--- src/rtl/uart_pkg.sv ---
// uart_pkg: shared receiver state encoding, board defaults and baud divider helper
package uart_pkg;
  typedef enum logic [2:0] {IDLE, START, DATA, STOP, WAIT_IDLE} rx_state_t;
  localparam int CLK_FREQ_DEF   = 100000000;
  localparam int BAUD_DEF       = 115200;
  localparam int OVERSAMPLE_DEF = 16;
  function automatic int baud_div(input int clk, input int baud, input int os);
    return clk / (baud * os);
  endfunction
endpackage

--- src/rtl/uart_rx_fifo_ctrl_if.sv ---
// uart_rx_fifo_ctrl_if: received-byte stream, show-ahead data with valid/ready
interface uart_rx_fifo_ctrl_if;
  logic [7:0] rx_data;
  logic       rx_valid;
  logic       rx_ready;
  modport master (output rx_data, rx_valid, input rx_ready);
  modport slave  (input rx_data, rx_valid, output rx_ready);
endinterface

--- src/rtl/uart_byte_fifo.sv ---
// uart_byte_fifo: show-ahead FIFO; a push into a full FIFO succeeds only alongside a pop
module uart_byte_fifo #(
  parameter int WIDTH = 8,
  parameter int DEPTH = 4,
  localparam int AW = $clog2(DEPTH),
  localparam int CW = AW + 1
) (
  input  logic             clk,
  input  logic             rst_n,
  input  logic             push,
  input  logic [WIDTH-1:0] din,
  input  logic             pop,
  output logic [WIDTH-1:0] dout,
  output logic             full,
  output logic             empty,
  output logic [CW-1:0]    count
);
  logic [WIDTH-1:0] mem [DEPTH];
  logic [AW-1:0] wr_ptr, rd_ptr;
  logic do_push, do_pop;
  assign empty   = count == '0;
  assign full    = count == CW'(DEPTH);
  assign do_pop  = pop && !empty;
  assign do_push = push && (!full || do_pop);
  assign dout    = mem[rd_ptr];
  always_ff @(posedge clk or negedge rst_n) begin
    if (!rst_n) begin
      for (int i = 0; i < DEPTH; i++) mem[i] <= '0;
      wr_ptr <= '0;
      rd_ptr <= '0;
      count  <= '0;
    end else begin
      if (do_push) mem[wr_ptr] <= din;
      wr_ptr <= do_push ? wr_ptr + 1'b1 : wr_ptr;
      rd_ptr <= do_pop ? rd_ptr + 1'b1 : rd_ptr;
      count  <= count + CW'(do_push) - CW'(do_pop);
    end
  end
endmodule

--- src/rtl/uart_rx_fifo_ctrl.sv ---
// uart_rx_fifo_ctrl: 8N1 oversampling UART receiver feeding a show-ahead byte FIFO
module uart_rx_fifo_ctrl import uart_pkg::*; #(
  parameter int CLK_FREQ   = CLK_FREQ_DEF,
  parameter int BAUD       = BAUD_DEF,
  parameter int OVERSAMPLE = OVERSAMPLE_DEF,
  parameter int FIFO_DEPTH = 4,
  localparam int CW = $clog2(FIFO_DEPTH) + 1
) (
  input  logic          clk,
  input  logic          rst_n,
  input  logic          rx_pin_in,
  uart_rx_fifo_ctrl_if.master rx,
  output logic          frame_err,
  output logic          overrun,
  input  logic          clr_err,
  output logic          rx_busy,
  output logic [CW-1:0] fifo_count
);
  localparam int DIV = baud_div(CLK_FREQ, BAUD, OVERSAMPLE);
  localparam int DW  = $clog2(DIV + 1);
  localparam int OW  = $clog2(OVERSAMPLE);
  rx_state_t state, state_n;
  logic [1:0] sync;
  logic rx_s, tick, samp, start_det, push, pop, fe, full, empty;
  logic [DW-1:0] div_cnt;
  logic [OW-1:0] os_cnt;
  logic [2:0] bit_idx;
  logic [7:0] shreg, head;
  assign rx_s      = sync[1];
  assign start_det = state == IDLE && !rx_s;
  assign tick      = div_cnt == DW'(DIV - 1);
  // START waits half a bit so every later sample lands mid-bit
  assign samp      = tick && os_cnt == (state == START ? OW'(OVERSAMPLE / 2 - 1) : OW'(OVERSAMPLE - 1));
  assign rx_busy   = state != IDLE;
  assign pop       = rx.rx_valid && rx.rx_ready;
  assign rx.rx_valid = !empty;
  assign rx.rx_data  = head;
  always_comb begin
    state_n = state;
    push    = 1'b0;
    fe      = 1'b0;
    case (state)
      IDLE:      state_n = rx_s ? IDLE : START;
      START:     state_n = !samp ? START : rx_s ? IDLE : DATA;
      DATA:      state_n = samp && bit_idx == 3'd7 ? STOP : DATA;
      STOP: begin
        push    = samp && rx_s;
        fe      = samp && !rx_s;
        state_n = !samp ? STOP : rx_s ? IDLE : WAIT_IDLE;
      end
      WAIT_IDLE: state_n = rx_s ? IDLE : WAIT_IDLE;
      default:   state_n = IDLE;
    endcase
  end
  always_ff @(posedge clk or negedge rst_n) begin
    if (!rst_n) begin
      sync      <= 2'b11;
      state     <= IDLE;
      div_cnt   <= '0;
      os_cnt    <= '0;
      bit_idx   <= '0;
      shreg     <= '0;
      frame_err <= 1'b0;
      overrun   <= 1'b0;
    end else begin
      sync      <= {sync[0], rx_pin_in};
      state     <= state_n;
      frame_err <= fe;
      div_cnt   <= start_det || tick ? '0 : div_cnt + 1'b1;
      if (start_det) os_cnt <= '0;
      else if (tick) os_cnt <= samp ? '0 : os_cnt + 1'b1;
      if (state == START) bit_idx <= '0;
      else if (state == DATA && samp) begin
        bit_idx <= bit_idx + 1'b1;
        shreg   <= {rx_s, shreg[7:1]};
      end
      // a simultaneous pop frees the slot, so only an unaided full push is an overrun
      overrun <= push && full && !pop ? 1'b1 : clr_err ? 1'b0 : overrun;
    end
  end
  uart_byte_fifo #(.WIDTH(8), .DEPTH(FIFO_DEPTH)) u_fifo (
    .clk   (clk),
    .rst_n (rst_n),
    .push  (push),
    .din   (shreg),
    .pop   (pop),
    .dout  (head),
    .full  (full),
    .empty (empty),
    .count (fifo_count)
  );
endmodule

--- src/flat_wrapper.sv ---
// flat-port wrapper written by rule: the top's interface ports become plain ports
module uart_rx_fifo_ctrl_flat import uart_pkg::*;
#(
  parameter int CLK_FREQ   = CLK_FREQ_DEF,
  parameter int BAUD       = BAUD_DEF,
  parameter int OVERSAMPLE = OVERSAMPLE_DEF,
  parameter int FIFO_DEPTH = 4,
  localparam int CW = $clog2(FIFO_DEPTH) + 1
)
  (clk, rst_n, rx_pin_in, frame_err, overrun, clr_err, rx_busy, fifo_count, rx_rx_data, rx_rx_valid, rx_rx_ready);
  uart_rx_fifo_ctrl_if rx_i ();
  input  logic clk;
  input  logic rst_n;
  input  logic rx_pin_in;
  output logic frame_err;
  output logic overrun;
  input  logic clr_err;
  output logic rx_busy;
  output logic [CW-1:0] fifo_count;
  output wire logic [$bits(rx_i.rx_data)-1:0] rx_rx_data;
  output wire logic [$bits(rx_i.rx_valid)-1:0] rx_rx_valid;
  input wire logic [$bits(rx_i.rx_ready)-1:0] rx_rx_ready;
  assign rx_rx_data = rx_i.rx_data;
  assign rx_rx_valid = rx_i.rx_valid;
  assign rx_i.rx_ready = rx_rx_ready;
  uart_rx_fifo_ctrl #(.CLK_FREQ(CLK_FREQ), .BAUD(BAUD), .OVERSAMPLE(OVERSAMPLE), .FIFO_DEPTH(FIFO_DEPTH)) u_core (.clk(clk), .rst_n(rst_n), .rx_pin_in(rx_pin_in), .rx(rx_i), .frame_err(frame_err), .overrun(overrun), .clr_err(clr_err), .rx_busy(rx_busy), .fifo_count(fifo_count));
endmodule
--- config.mk ---
export PLATFORM = sky130hd
export DESIGN_NAME = uart_rx_fifo_ctrl_flat
export DESIGN_NICKNAME = d
export VERILOG_FILES = /design/src/rtl/uart_pkg.sv /design/src/rtl/uart_rx_fifo_ctrl_if.sv /design/src/rtl/uart_byte_fifo.sv /design/src/rtl/uart_rx_fifo_ctrl.sv /design/src/flat_wrapper.sv
export SDC_FILE = /design/constraint.sdc
export NUM_CORES = 1
export LEC_CHECK = 0
export BUFFER_PORTS_ARGS = -buffer_cell sky130_fd_sc_hd__buf_2
export CAP_MARGIN = 25
export CORE_ASPECT_RATIO = 0.7
export CORE_MARGIN = 4
export CORE_UTILIZATION = 56
export CTS_BUF_LIST = sky130_fd_sc_hd__clkbuf_2 sky130_fd_sc_hd__clkbuf_4 sky130_fd_sc_hd__clkbuf_8
export CTS_CLUSTER_DIAMETER = 50
export DETAILED_ROUTE_END_ITERATION = 8
export PLACE_DENSITY = 0.74
export RECOVER_POWER = 100
export SYNTH_ARGS = -nofsm -noshare
export SYNTH_HDL_FRONTEND = slang
export SYNTH_SLANG_ARGS = --single-unit
export TNS_END_PERCENT = 20
--- constraint.sdc ---
create_clock -name clk -period 6.2 [get_ports clk]
set_input_delay 0.62 -clock clk [delete_from_list [all_inputs] [get_ports clk]]
set_output_delay 0.62 -clock clk [all_outputs]
set_load 0.01 [all_outputs]
==> flow_summary.json, run 1 <==
{
  "num_io_pins": 20,
  "rrSetupSlack_ps": 2640,
  "gp_congestion": 0.795,
  "synth_top_family_by_area": "multiplexers",
  "fin_crit_sh_pct": 57.5,
  "ys_warn_count": 0,
  "synth_area_leaders": "dfrtp_1, mux2_2, mux2_4",
  "cts-htree-levels": 3,
  "finalWorstSetupSlack_ps": 2640,
  "clock_latency_ps": 340,
  "synth-seq-cells": 67,
  "cts_buffers": 9,
  "drtIter0Drc": 73,
  "seq_area_frac_synth_pct": 52.0,
  "register_area_um2": 1680,
  "viasPerCell": 5.58,
  "syn_to_final_growth_pct": 6.24,
  "cts_setup_buffers": 0,
  "post-dp-hpwl_um": 3600,
  "synth_xor_area_share_pct": 3.56,
  "synth_compound_area_share_pct": 2.40,
  "cts_tree": "done",
  "wl_um": 5470,
  "synthAdderAreaFrac_pct": 4.88,
  "rsz0062_at_grt": "no",
  "critPathMaxStageDelay_ps": 2480,
  "holdPathEnd": "u_core.sync[1]",
  "synthSimpleGateAreaFrac_pct": 11.6,
  "crit_family": "buffers and inverters",
  "p_clk_share_pct": 40.8,
  "wl_per_cell_um": 16.8,
  "yosysTopAreaCellShare_pct": 50.4,
  "finalHoldViolCount": 0,
  "start_kind": "input pin",
  "period_needed_ps": 3560,
  "io_buffers": 19,
  "grt_pass1_wl_um": 9210,
  "whs_ps": 358,
  "hold_path_class": "flip-flop to flip-flop",
  "grt_max_degree": 68,
  "root_buffer": "clkbuf_8",
  "fp.dieArea_um2": 7070,
  "fillCellCount": 430,
  "slew_headroom_pct": -135,
  "grt_overflow_total": 0,
  "first_global_vias": 1786,
  "worst-path-max-fanout": 67,
  "async_reset_ff_share_pct": 100,
  "design.core.area_um2": 5420,
  "cp.arrival_ps": 3200,
  "r2r_cells": 11,
  "final_nets": 265,
  "critical_path_class": "input pin to asynchronous set/reset pin",
  "crit_required_ps": 5840,
  "multiInputGateArea_um2": 1310,
  "timing.rr.start": "u_core.state[0]",
  "drv_cap": 1,
  "synthFlopType": "dfrtp_1",
  "clk_path_buf_depth": 2,
  "yosys-top-cells-count": "dfrtp_1, mux2_2, nor2_1, mux2_4, ha_1",
  "drive_gt1_share_pct": 24.9,
  "path_cells": "buf_2, clkbuf_1",
  "powerDensity_nw_per_um2": 295,
  "yosysMostFrequentCell": "dfrtp_1",
  "skew_ps": 11.7,
  "worstMarginPinSlew_ps": 3520,
  "syn_avg_cell_area_um2": 14.4,
  "regToRegEndpoint": "u_core.u_fifo.count[2]",
  "crit_cells": 2,
  "synthMuxAreaShare_pct": 22.3,
  "route.detailed.drc": 0,
  "internal_power_w": 0.000761,
  "worstHoldStart": "u_core.sync[0]",
  "hold_path_depth": 0,
  "violations": "max-capacitance violations, max-slew violations",
  "ir_drop_uv": 166,
  "ant_nets": 0,
  "initial_utilization_pct": 59.6,
  "grt_use_total_pct": 16.8,
  "post_cts_resized": 0,
  "pre_cts_ws_ps": 3000,
  "die_w_um": 98.8,
  "dr.pass1.iters": 4,
  "antenna_found_initial": 0,
  "leakage_nw": 1.63,
  "clock-sinks": 67,
  "ys_types": 44,
  "synth_cells": 225,
  "outcome": "finished with violations",
  "p_total_w": 0.00101,
  "drv_slew": 68,
  "setup-tns-final_ps": 0,
  "sequentialPowerShare_pct": 50.0,
  "switching_share_pct": 24.8,
  "vias": 1812,
  "synth_fp_nets": 242,
  "die_h_um": 71.5,
  "crit_slowest_cell": "clkbuf_1",
  "n_antenna_cell": 0,
  "yosys.area.top_type": "dfrtp_1",
  "path_clk_slew_ps": 70,
  "finalSetupViolations": 0,
  "path_buf_inv": 2,
  "pwr-share-comb_pct": 9.2,
  "clock.fmax_mhz": 281,
  "rows": 22,
  "synth_edf_count": 0,
  "syn_area_um2": 3230,
  "worstSetupEndpointType": "asynchronous set/reset pin",
  "p_sw_w": 0.000250,
  "cts_hold_buf": 0
}
[cell type report]
| cell class | instances | share of cell area, % |
|---|---|---|
| well taps | 72 | 2.63 |
| inverters | 10 | 1.09 |
| clock buffers | 12 | 4.63 |
| flip-flops and latches | 67 | 48.9 |
| repair buffers | 20 | 2.33 |
| multi-input cells | 140 | 38.3 |
| clock inverters | 4 | 2.12 |
[worst register-to-register path, delay by kind of cell (launching register included)]
| family | cells | cell delay, ps |
|---|---|---|
| xor+xnor | 3 | 1020 |
| buf+inv | 2 | 110 |
| fa+ha+maj | 3 | 790 |
| simple gates | 3 | 1040 |
| flops | 1 | 490 |
[how the worst max path moves through the flow]
stage                    start  slack [ps]                      to
2_1_floorplan  u_core.state[1]        3270  u_core.u_fifo.count[2]
3_3_place_gp   u_core.state[0]        3110  u_core.u_fifo.count[2]
3_5_place_dp   u_core.state[0]        3000  u_core.u_fifo.count[2]
4_1_cts        u_core.state[0]        2980  u_core.u_fifo.count[2]
5_1_grt                  rst_n        1860         u_core.state[1]
6_report                 rst_n        2640         u_core.shreg[7]
[layer usage]
metal | vias to the layer above | part of all wire (%) | track usage [%]
met5 | - | 0 | 0
met4 | 0 | 0.93 | 4.55
met3 | 5 | 3.8 | 5.74
met2 | 20 | 45 | 23.7
met1 | 936 | 51 | 24.9
li1 | 851 | - | -
[placed cells by master, fill, tap and decap left out, drive strengths merged, types with 2 or more instances in the layout]
| master | count |
|---|---|
| nor4 | 4 |
| inv | 10 |
| a21oi | 3 |
| or3 | 4 |
| nand4 | 3 |
| clkbuf | 28 |
| bufinv | 2 |
| mux2 | 43 |
| and2 | 2 |
| dfrtp | 65 |
| nand3 | 10 |
| nor2 | 15 |
| buf | 4 |
| nand2 | 7 |
| xnor2 | 6 |
| mux4 | 8 |
| nand4b | 2 |
| ha | 11 |
| dfstp | 2 |
| xor2 | 5 |
| o21ai | 2 |
| and2b | 2 |
[flip-flops by register name, indices dropped and copies added, names as in the netlist, 3 cells and up]
name / cells
u_core.os_cnt: 4
u_core.state: 3
u_core.shreg: 8
u_core.div_cnt: 6
u_core.u_fifo.mem: 32
u_core.u_fifo.count: 3
u_core.bit_idx: 3
[kinds of logic after synthesis]
group / count (synthesis)
AND/OR/NAND/NOR: 54
flip-flops: 67
XOR/XNOR: 11
adder cells (fa/ha/maj): 12
AO/OA/AOI/OAI: 11
buffers and inverters: 18
multiplexers: 52
[power groups by stage]
stage | combinational (W) | clock, W | sequential [W]
2_1_floorplan | 0.0000900 | 0 | 0.000482
3_5_place_dp | 0.0000991 | 0 | 0.000515
5_1_grt | 0.000104 | 0.000444 | 0.000512
3_3_place_gp | 0.0000977 | 0 | 0.000514
6_report | 0.0000935 | 0.000413 | 0.000505
4_1_cts | 0.0000993 | 0.000422 | 0.000507
[metrics by stage]
stage,instances,area (um^2),util [%]
finish,325,3430,63.3
CTS,325,3580,66.1
detailed placement,309,3350,61.8
floorplan,225,3230,-
global placement,309,3350,61.8
global route,325,3430,63.3
Power figures use the tool's default switching activity.
==> run 2, diff against run 1 <==
--- a/config.mk
+++ b/config.mk
@@ -13,7 +13,7 @@
 export CTS_BUF_LIST = sky130_fd_sc_hd__clkbuf_2 sky130_fd_sc_hd__clkbuf_4 sky130_fd_sc_hd__clkbuf_8
 export CTS_CLUSTER_DIAMETER = 50
 export DETAILED_ROUTE_END_ITERATION = 8
-export PLACE_DENSITY = 0.74
+export PLACE_DENSITY = 0.77
 export RECOVER_POWER = 100
 export SYNTH_ARGS = -nofsm -noshare
 export SYNTH_HDL_FRONTEND = slang
==> constraint.sdc (replaced) <==
create_clock -name clk -period 3.2 [get_ports clk]
set_input_delay 0.32 -clock clk [delete_from_list [all_inputs] [get_ports clk]]
set_output_delay 0.32 -clock clk [all_outputs]
set_load 0.01 [all_outputs]
==> run 2 against run 1 <==
The run still ends with max-capacitance violations, max-slew violations left. Wire length rose by 3.3%. Critical path type is now flip-flop to flip-flop. Worst hold slack got worse by 290 ps. Die area did not move. Clock power rose by 94%. Clock skew fell by 5.6 ps.
==> flow_summary.json, run 2 (synthesized netlist as in run 1, its figures left out) <==
{
  "layout_common_cells": "dfrtp_1, mux2_2, clkbuf_1",
  "drv_cap": 1,
  "critical_path_class": "flip-flop to flip-flop",
  "largest_reg_flops": 32,
  "n_antenna_cell": 0,
  "grt_pass1_wl_um": 9830,
  "finalWorstSetupSlack_ps": 389,
  "ir_drop_uv": 345,
  "fp.dieArea_um2": 7070,
  "route.detailed.drc": 0,
  "cp.arrival_ps": 3080,
  "clock_latency_ps": 340,
  "clock-sinks": 67,
  "top_register": "u_core.u_fifo.mem",
  "io_buffers": 19,
  "path_clk_slew_ps": 70,
  "vias": 1824,
  "grt_overflow_total": 0,
  "rows": 22,
  "post-dp-hpwl_um": 3920,
  "outcome": "finished with violations",
  "clk_path_buf_depth": 2,
  "violations": "max-capacitance violations, max-slew violations",
  "root_buffer": "clkbuf_8",
  "period_needed_ps": 2810,
  "fin_crit_sh_pct": 87.8,
  "syn_to_final_growth_pct": 7.59,
  "pre_cts_ws_ps": 398,
  "setup-tns-final_ps": 0,
  "first_global_vias": 1932,
  "final_nets": 268,
  "drtIter0Drc": 99,
  "clock.fmax_mhz": 356,
  "slew_headroom_pct": -22.2,
  "num_io_pins": 20,
  "drive_gt1_share_pct": 26.2,
  "leakage_nw": 1.66,
  "grt_max_degree": 36,
  "rsz0062_at_grt": "no",
  "gp_congestion": 0.751,
  "skew_ps": 6.11,
  "post_cts_resized": 0,
  "antenna_found_initial": 0,
  "drv_slew": 36,
  "wl_um": 5660,
  "start_kind": "flip-flop",
  "worst-path-max-fanout": 10,
  "finalHoldViolCount": 0,
  "finalSetupViolations": 0,
  "worstMarginPinSlew_ps": 1830,
  "design.core.area_um2": 5420,
  "wl_per_cell_um": 17.2,
  "largestRegisters": "u_core.u_fifo.mem x32, u_core.shreg x8, u_core.div_cnt x6",
  "hold_path_class": "input pin to flip-flop",
  "viasPerCell": 5.56,
  "die_h_um": 71.5,
  "ant_nets": 0,
  "cts_hold_buf": 0,
  "cts-htree-levels": 3,
  "cts_buffers": 9,
  "cts_tree": "done",
  "initial_utilization_pct": 59.6,
  "die_w_um": 98.8,
  "layout.cells.non_filler": 328,
  "worstSetupEndpointType": "flip-flop",
  "grt_use_total_pct": 18.2,
  "crit_required_ps": 3470,
  "placed_cells": 312,
  "post-route-util_pct": 64.1,
  "powerDensity_nw_per_um2": 565,
  "cts_setup_buffers": 0,
  "layout_commonest_cell": "dfrtp_1",
  "dr.pass1.iters": 4
}
[run 2: worst paths after layout]
kind | slack [ps] | to | from | depth (start not counted)
max in group asynchronous | 1120 | u_core.div_cnt[3] | rst_n | 2
hold / removal | 70 | u_core.sync[0] | rx_pin_in | 1
setup reg to reg | 390 | u_core.u_fifo.count[2] | u_core.state[0] | 11
hold reg to reg | 360 | u_core.sync[1] | u_core.sync[0] | 0
min in group asynchronous | 470 | u_core.u_fifo.count[1] | rst_n | 1
setup / recovery | 390 | u_core.u_fifo.count[2] | u_core.state[0] | 11
[run 2: routing by layer]
layer	routed length (um)	track usage (%)
met1	2810	26.0
met2	2510	26.3
met3	288	6.71
met4	53	4.85
met5	0	0
[run 2: area by class of cell]
| class | count | area [um^2] |
|---|---|---|
| Multi-Input combinational cell | 140 | 1330 |
| Inverter | 10 | 37.5 |
| Clock buffer | 12 | 159 |
| Timing Repair Buffer | 23 | 103 |
| Sequential cell | 67 | 1680 |
| Fill cell | 411 | 1950 |
| Tap cell | 72 | 90.1 |
| Clock inverter | 4 | 72.6 |
[run 2: where the power goes]
part / internal (W) / switching [W]
Sequential: 0.000884 / 0.0000920
Combinational: 0.000104 / 0.0000812
Clock: 0.000489 / 0.000312
[run 2: worst max-delay path, stage by stage (launching register included)]
cell and delay [ps]:
dfrtp_1 500, nor3b_4 390, xor2_4 170, nand2_1 90, or3_1 390, ha_1 300, inv_1 60, ha_1 130
inv_1 50, fa_1 370, xnor2_1 180, xnor2_1 130
[run 2: per-stage QoR]
stage	instance area (um^2)	hold WS, ps	power (W)
2_1_floorplan	3230	24.4	0.00111
3_3_place_gp	3390	346	0.00119
3_5_place_dp	3390	347	0.00120
4_1_cts	3620	55.6	0.00200
5_1_grt	3470	45.7	0.00207
6_report	3470	71.7	0.00196
